**src/rtl/sc_pkg.sv**
```systemverilog
// Shared definitions for bitstream-domain blocks.
// Contents:
//   sc_state_t    - two-state window controller encoding (SC_IDLE, SC_ACCUM)
//   sc_window_len - number of bits in a window of 2^width bits
package sc_pkg;

  typedef enum logic {
    SC_IDLE  = 1'b0,
    SC_ACCUM = 1'b1
  } sc_state_t;

  function automatic int unsigned sc_window_len(input int unsigned width);
    return 32'd1 << width;
  endfunction

endpackage

```
**src/rtl/sc_window_counter.sv**
```systemverilog
// Valid-bit position counter for one stochastic window.
// Ports:
//   clk, rst  - clock, async active-high reset
//   zero      - synchronous clear to 0 (wins over en)
//   en        - count one accepted bit
//   count     - bits accepted so far in the window (wraps at 2^WIDTH)
//   terminal  - the bit being accepted now is the last bit of the window
module sc_window_counter
  import sc_pkg::*;
#(
  parameter int WIDTH = 8
) (
  input  logic             clk,
  input  logic             rst,
  input  logic             zero,
  input  logic             en,
  output logic [WIDTH-1:0] count,
  output logic             terminal
);

  localparam int unsigned WIN_LEN = sc_window_len(WIDTH);
  localparam logic [WIDTH-1:0] LAST_POS = WIDTH'(WIN_LEN - 1);

  always_ff @(posedge clk or posedge rst) begin
    if (rst) begin
      count <= '0;
    end else if (zero) begin
      count <= '0;
    end else if (en) begin
      count <= count + 1'b1;
    end
  end

  assign terminal = en && (count == LAST_POS);

endmodule

```
**src/rtl/sc_stream_decoder.sv**
```systemverilog
// Stochastic-to-binary decoder: counts ones of x over 2^WIDTH qualified bits
// and publishes the count on result with a one-cycle done pulse.
// Ports:
//   clk, rst  - clock, async active-high reset
//   start     - begin a window (only honoured in IDLE)
//   clear     - synchronous abort back to IDLE, result kept
//   in_valid  - qualifies x
//   x         - stochastic bitstream bit
//   busy      - window accumulating
//   done      - one-cycle pulse, result updated in the same cycle
//   result    - ones count of the last completed window (0..2^WIDTH)
//
// state    | meaning
// SC_IDLE  | waiting for start (or the post-reset launch when AUTO_RESTART)
// SC_ACCUM | accumulating valid bits of the current window
module sc_stream_decoder
  import sc_pkg::*;
#(
  parameter int WIDTH        = 8,
  parameter bit AUTO_RESTART = 1'b0
) (
  input  logic           clk,
  input  logic           rst,
  input  logic           start,
  input  logic           clear,
  input  logic           in_valid,
  input  logic           x,
  output logic           busy,
  output logic           done,
  output logic [WIDTH:0] result
);

  sc_state_t      state_q, state_d;
  logic [WIDTH:0] ones_q, ones_d;
  logic [WIDTH:0] result_d;
  logic           done_d;
  logic           cnt_zero, cnt_en, terminal;
  logic [WIDTH-1:0] bit_cnt;
  // One-shot flag that lets an auto-restarting decoder leave reset straight
  // into a window; a later clear still needs start to resume.
  logic           launch_q;

  sc_window_counter #(.WIDTH(WIDTH)) u_window (
    .clk      (clk),
    .rst      (rst),
    .zero     (cnt_zero),
    .en       (cnt_en),
    .count    (bit_cnt),
    .terminal (terminal)
  );

  always_ff @(posedge clk or posedge rst) begin
    if (rst) begin
      state_q  <= SC_IDLE;
      ones_q   <= '0;
      result   <= '0;
      done     <= 1'b0;
      launch_q <= AUTO_RESTART;
    end else begin
      state_q  <= state_d;
      ones_q   <= ones_d;
      result   <= result_d;
      done     <= done_d;
      launch_q <= 1'b0;
    end
  end

  always_comb begin
    state_d  = state_q;
    ones_d   = ones_q;
    result_d = result;
    done_d   = 1'b0;
    cnt_zero = 1'b0;
    cnt_en   = 1'b0;
    busy     = (state_q == SC_ACCUM);

    if (clear) begin
      state_d  = SC_IDLE;
      ones_d   = '0;
      cnt_zero = 1'b1;
    end else begin
      case (state_q)
        SC_IDLE: begin
          if (start || launch_q) begin
            state_d  = SC_ACCUM;
            ones_d   = '0;
            cnt_zero = 1'b1;
          end
        end
        SC_ACCUM: begin
          if (in_valid) begin
            cnt_en = 1'b1;
            ones_d = ones_q + (WIDTH+1)'(x);
          end
          if (terminal) begin
            // The closing bit is folded in directly; the accumulator restarts
            // at zero so a back-to-back window can take a bit next cycle.
            result_d = ones_q + (WIDTH+1)'(x);
            done_d   = 1'b1;
            ones_d   = '0;
            cnt_zero = 1'b1;
            if (!AUTO_RESTART) state_d = SC_IDLE;
          end
        end
        default: state_d = SC_IDLE;
      endcase
    end
  end

endmodule

```
**config.mk**
```make
export PLATFORM = sky130hd
export DESIGN_NAME = sc_stream_decoder
export DESIGN_NICKNAME = d
export VERILOG_FILES = /design/src/rtl/sc_pkg.sv /design/src/rtl/sc_window_counter.sv /design/src/rtl/sc_stream_decoder.sv
export SDC_FILE = /design/constraint.sdc
export NUM_CORES = 1
export LEC_CHECK = 0
export BUFFER_PORTS_ARGS = -buffer_cell sky130_fd_sc_hd__buf_2
export CAP_MARGIN = 10
export CELL_PAD_IN_SITES_DETAIL_PLACEMENT = 1
export CELL_PAD_IN_SITES_GLOBAL_PLACEMENT = 2
export CORE_MARGIN = 5
export CORE_UTILIZATION = 37
export DETAILED_ROUTE_END_ITERATION = 8
export HOLD_SLACK_MARGIN = 0.1
export PLACE_DENSITY = 0.83
export SYNTH_ARGS = -nofsm -noshare
export SYNTH_HDL_FRONTEND = slang
export SYNTH_SLANG_ARGS = --single-unit
```
**constraint.sdc**
```tcl
create_clock -name clk -period 1.85 [get_ports clk]
set_clock_uncertainty 0.1 [all_clocks]
set_input_delay 0.37 -clock clk [delete_from_list [all_inputs] [get_ports clk]]
set_output_delay 0.37 -clock clk [all_outputs]
set_load 0.05 [all_outputs]
```
==> qor.yml, run 1 <==
cts_root_buf: "clkbuf_8"
via_per_inst: 5.18
cellPowerDensity_nw_per_um2: 636
grt_max_degree: 19
rows: 22
final_hold_viol_count: 0
min_period_over_period: 0.926
synthArstFlopShare: 1.00
post_cts_buffers: 0
vdd_drop_max_mv: 0.293
fin_crit_ps: 1710
p_clk_frac: 0.357
crit_type: "reg -> reg"
dr.pass1.iters: 3
drc: 0
switching_share: 0.225
synth-xor-area-share: 0.0776
nNetsFinal: 168
yosys.area_share.simple: 0.204
p_sw_uw: 241
synthCells: 135
grt_pass1_vias: 1157
synth_flop_cell: "dfrtp_1"
tns_ps: 0
synth.most_common_cell: "dfrtp_1"
finalMaxSlewViolations: 0
htree_levels: 1
synth.distinct_cells: 34
ys_ff_latch: 28
max-slew-margin-rel: 0.775
cts_tree: "built"
io_pins: 17
dpl.cell_count: 200
cts_made_buffers: 3
hpwl_mm: 2.39
end_kind: "flop"
vias: 1061
hold_path.class: "in -> reg"
required_ps: 1920
hold_ws_ps: 193
cts.sinks: 28
p_comb_frac: 0.065
drive_gt1_frac: 0.274
rsz0062_at_grt: "false"
finalNonFillerCells: 205
ant_nets: 0
synth_area_um2: 1470
preCtsSetupSlack_ps: 91.2
clock_latency_ps: 280
io_buffers: 16
syn_avg_cell_area_um2: 10.9
maxCapViolations: 0
yosys_warnings: 0
sequentialPowerShare: 0.578
grt_antenna_before_repair: 0
synthMuxAreaShare: 0.0222
synth_top_family_by_area: "simple AND/OR/NAND/NOR gates"
power.leakage_uw: 0.000785
synth_common_cells: "28 x dfrtp_1, 17 x nor2_1, 10 x a21oi_1, 10 x xnor2_1, 8 x nand2_1"
synth_area_leaders: "dfrtp_1 48%, xnor2_1 6.0%, nor2_1 4.4%"
synth_fp_nets: 145
die_y_um: 73.0
wl_per_cell_um: 14.9
setup_slack_ps: 137
grt_overflow: 0
outcome: "complete, no violations"
grt_usage: 0.129
dieArea_um2: 5320
synth_compound_area_frac: 0.140
clk_pin_slew_ps: 100
initial_core_util: 0.392
coreArea_um2: 3740
synth-edff-count: 0
setup_viol: 0
initialDrtViolationCount: 50
synth_top_cell_by_area: "dfrtp_1"
arrival_ps: 1790
grt_first_pass_wirelength_mm: 5.42
place.gp.congestion: 0.763
areaGrowthSynthToFinish_pct: 14.8
n_fill_cell: 450
cp-start-kind: "flop"
synthAdderAreaFrac: 0.0341
ys_seq_area_frac: 0.478
antennaDiodeCount: 0
yosysTopAreaCellShare: 0.478
path_max_fanout: 4
dieWidth_um: 73.0
p_int_uw: 829
clock.fmax_mhz: 584
worst_slew_pin_slew_ps: 338
clockBufferDepth: 2
wl_mm: 3.06
[per-stage QoR]
step	area, um2	utilization	power (uW)
global placement	1610	0.431	697
finish	1680	0.450	1070
global route	1680	0.450	1120
floorplan	1470	-	673
CTS	1680	0.449	1080
detailed placement	1610	0.431	700
[registers in the layout (all words and copies together) (netlist names)]
| signal | cells |
|---|---|
| ones_q | 9 |
| u_window.count | 8 |
| done | 1 |
| busy | 1 |
| result | 9 |
[layout by cell type (no fill, tap or decap), types with 3 or more instances in the layout]
| cell type | instances |
|---|---|
| clkbuf_8 | 4 |
| a21oi_2 | 4 |
| nand2b_1 | 3 |
| a21oi_1 | 10 |
| buf_4 | 4 |
| ha_1 | 4 |
| dfrtp_1 | 28 |
| xor2_1 | 3 |
| xnor2_1 | 10 |
| nand3_1 | 3 |
| nor3_1 | 4 |
| nand2_1 | 8 |
| nor2_1 | 17 |
| a31oi_1 | 7 |
| inv_1 | 4 |
| buf_2 | 16 |
[critical path: stages (launching register included)]
cell and delay [ps]:
dfrtp_1 410, ha_1 240, and3_4 230, and3b_1 280, mux2_2 360
[logic make-up after synthesis]
logic type | count (synthesis)
XOR/XNOR | 13
multiplexers | 3
buffers and inverters | 9
AND/OR/NAND/NOR | 48
adder cells (fa/ha/maj) | 4
flip-flops | 28
AO/OA/AOI/OAI | 30
[power groups by stage]
stage                     Combinational (uW)  Sequential (uW)  Clock [uW]
after floorplan                         38.1              635           0
after global placement                  67.0              630           0
after detailed placement                69.7              630           0
after CTS                               71.7              618         391
after global routing                    79.3              619         418
final                                   69.7              618         383
[final timing paths]
| check | startpoint | end | slack (ps) | cells past startpoint |
|---|---|---|---|---|
| setup / recovery | u_window.count[0]$_DFFE_PP0P_ | result[1]$_DFFE_PP0P_ | 140 | 4 |
| hold / removal | clear | busy$_DFF_PP0_ | 190 | 2 |
| setup reg to reg | u_window.count[0]$_DFFE_PP0P_ | result[1]$_DFFE_PP0P_ | 140 | 4 |
| hold reg to reg | ones_q[8]$_DFFE_PP0P_ | ones_q[8]$_DFFE_PP0P_ | 410 | 1 |
| max in group asynchronous | rst | result[4]$_DFFE_PP0P_ | 870 | 4 |
| min in group asynchronous | rst | u_window.count[5]$_DFFE_PP0P_ | 540 | 4 |
[final cells by class]
cell class | instances | area (um2) | area share
multi-input cells | 98 | 701 | 0.416
clock buffers | 4 | 55.1 | 0.0327
well taps | 48 | 60.1 | 0.0357
repair buffers | 23 | 151 | 0.0900
flip-flops and latches | 28 | 701 | 0.416
inverters | 4 | 15.0 | 0.00892
[repair_timing]
action	in CTS	in global routing
setup endpoints to repair	0	3
hold buffers	1	0
gates resized for setup	0	1
hold endpoints to repair	28	0
[metal layers]
metal / GRT usage / wire length (um)
met4: 0.0369 / 37
met2: 0.217 / 1550
met5: 0 / 0
met1: 0.169 / 1400
met3: 0.0207 / 71
Note: power is estimated with default switching activity, not from simulation.
==> run 2: changes to the inputs <==
Settings changed: CORE_UTILIZATION 37 to 29, PLACE_DENSITY 0.83 to 0.69.
==> run 2 against run 1 <==
Global-route usage decreased by 2.6 points; core utilization decreased by 10 points; critical endpoint is now u_window.count[5]$_DFFE_PP0P_; clock power decreased by 13%; first-iteration DRC count decreased by 62%; die area increased by 24%; hold slack got worse by 0.76 ps; power decreased by 5.0%; worst setup slack improved by 36 ps; register-to-register slack improved by 40 ps; design area increased by 0.15%; combinational power decreased by 3.3%.
==> qor.yml, run 2 (synthesis gave the netlist of run 1 again) <==
outcome: "complete, no violations"  # unchanged
wl_per_cell_um: 13.4  # was 14.9 um
rsz0062_at_grt: "false"  # unchanged
clk_pin_slew_ps: 90  # was 100 ps
die_y_um: 81.1  # was 73.0 um
met1_usage: 0.134  # was 0.169
cpMaxStageDelayCell: "dfrtp_1"  # unchanged
grtUsageMet3: 0.0200  # was 0.0207
coreArea_um2: 4820  # was 3740 um2
io_buffers: 16  # unchanged
maxCapViolations: 0  # unchanged
min_period_over_period: 0.907  # was 0.926
rows: 25  # was 22
cp-start-kind: "flop"  # unchanged
final_hold_viol_count: 0  # unchanged
hold_ws_ps: 193  # about the same
initial_core_util: 0.304  # was 0.392
via_per_inst: 4.66  # was 5.18
place.gp.congestion: 0.742  # was 0.763
max-slew-margin-rel: 0.758  # was 0.775
cpPeakStageDelay_ps: 420  # was 410 ps
n_fill_cell: 561  # was 450
cts_root_buf: "clkbuf_8"  # unchanged
cellPowerDensity_nw_per_um2: 604  # was 636 nW/um2
grt_antenna_before_repair: 0  # unchanged
antennaDiodeCount: 0  # unchanged
tns_ps: 0  # unchanged
arrival_ps: 1780  # was 1790 ps
grt_first_pass_wirelength_mm: 5.22  # was 5.42 mm
end_kind: "flop"  # unchanged
vdd_drop_max_mv: 0.250  # was 0.293 mV
grt_max_degree: 29  # was 19
io_pins: 17  # unchanged
ant_nets: 0  # unchanged
required_ps: 1950  # was 1920 ps
grt_busiest_layer: "met2"  # unchanged
dieArea_um2: 6580  # was 5320 um2
grtUsageMet2: 0.170  # was 0.217
initialDrtViolationCount: 19  # was 50
seqCellArea_um2: 701  # unchanged
wl_mm: 2.98  # was 3.06 mm
crit_type: "reg -> reg"  # unchanged
grt_usage: 0.103  # was 0.129
finalNonFillerCells: 222  # was 205
worstReg2RegStart: "u_window.count[0]$_DFFE_PP0P_"  # unchanged
cts.sinks: 28  # unchanged
drc: 0  # unchanged
cts_made_buffers: 3  # unchanged
path_max_fanout: 5  # was 4
dpl.cell_count: 218  # was 200
dr.pass1.iters: 3  # unchanged
clockBufferDepth: 2  # unchanged
areaGrowthSynthToFinish_pct: 14.9  # was 14.8%
final_common_cell: "dfrtp_1"  # unchanged
worst_slew_pin_slew_ps: 363  # was 338 ps
cts_tree: "built"  # unchanged
multiInputGateArea_um2: 701  # unchanged
vias: 1035  # was 1061
clock.fmax_mhz: 596  # was 584 MHz
grt_pass1_vias: 1118  # was 1157
mostFrequentLayoutCells: "28 x dfrtp_1, 17 x nor2_1, 16 x buf_2"  # unchanged
design_area_um2: 1690  # was 1680 um2
grt_overflow: 0  # unchanged
dieWidth_um: 81.1  # was 73.0 um
finalMaxSlewViolations: 0  # unchanged
htree_levels: 1  # unchanged
top_regs: "ones_q: 9 flops, result: 9 flops, u_window.count: 8 flops"  # unchanged
setup_viol: 0  # unchanged
path_cells: "ha_1, and3_4, and3b_1, or2_4, nor2_1"  # was ha_1, and3_4, and3b_1, mux2_2
startpoint: "u_window.count[0]$_DFFE_PP0P_"  # unchanged
power.leakage_uw: 0.000773  # was 0.000785 uW
drive_gt1_frac: 0.265  # was 0.274
hpwl_mm: 2.26  # was 2.39 mm
placed_area_um2: 1630  # was 1610 um2
post_cts_buffers: 0  # unchanged
hp-start: "clear"  # unchanged
hold_path.class: "in -> reg"  # unchanged
nNetsFinal: 167  # was 168
fin_crit_ps: 1680  # was 1710 ps
clock_latency_ps: 270  # was 280 ps
## run 2: cell types whose count changed in the layout (fill, tap and decap cells not counted), sizes merged
cell / before / now
buf: 22 / 21
clkbuf: 4 / 3
## run 2: per-stage QoR
step	worst slack, ps	power, uW	util
final	173	1020	0.350
after global routing	3.89	1070	0.350
after CTS	126	1040	0.349
after detailed placement	153	699	0.338
after global placement	186	696	0.338
after floorplan	90.9	673	-
## run 2: area by class of cell
class / count / share of cell area
inverters: 4 / 0.00891
multi-input cells: 98 / 0.416
repair buffers: 22 / 0.0854
clock buffers: 3 / 0.0245
well taps: 67 / 0.0497
flip-flops and latches: 28 / 0.416
## run 2: worst paths after layout
| path | slack, ps | cells after the start | end |
|---|---|---|---|
| worst max-delay path | 170 | 5 | u_window.count[5]$_DFFE_PP0P_ |
| worst min-delay path | 190 | 2 | busy$_DFF_PP0_ |
| worst max register to register | 170 | 5 | u_window.count[5]$_DFFE_PP0P_ |
| worst min register to register | 410 | 1 | result[0]$_DFFE_PP0P_ |
| max in group asynchronous | 780 | 4 | result[1]$_DFFE_PP0P_ |
| min in group asynchronous | 610 | 4 | result[7]$_DFFE_PP0P_ |
## run 2: power by group
part           total, uW  internal, uW  switching (uW)
registers            618           615            3.62
logic               67.4          22.8            44.6
clock network        332           146             186
total               1020           783             234
## run 2: worst max-delay path: cells and delay by family (launching register included)
family / cells / cell delay, ps
adders and majority gates: 1 / 240
DFF: 1 / 420
and+or+nand+nor: 4 / 850
## run 2: what timing repair did
item / 4_1_cts / 5_1_grt
hold buffers: 1 / 0
resized for setup: 0 / 1
endpoints found under the setup margin: 0 / 1
endpoints found under the hold margin: 28 / 0
## run 2: routing by layer
| layer | wire length (um) | vias to the layer above |
|---|---|---|
| li1 | - | 516 |
| met1 | 1450 | 507 |
| met2 | 1430 | 10 |
| met3 | 84 | 2 |
| met4 | 15 | 0 |
| met5 | 0 | - |
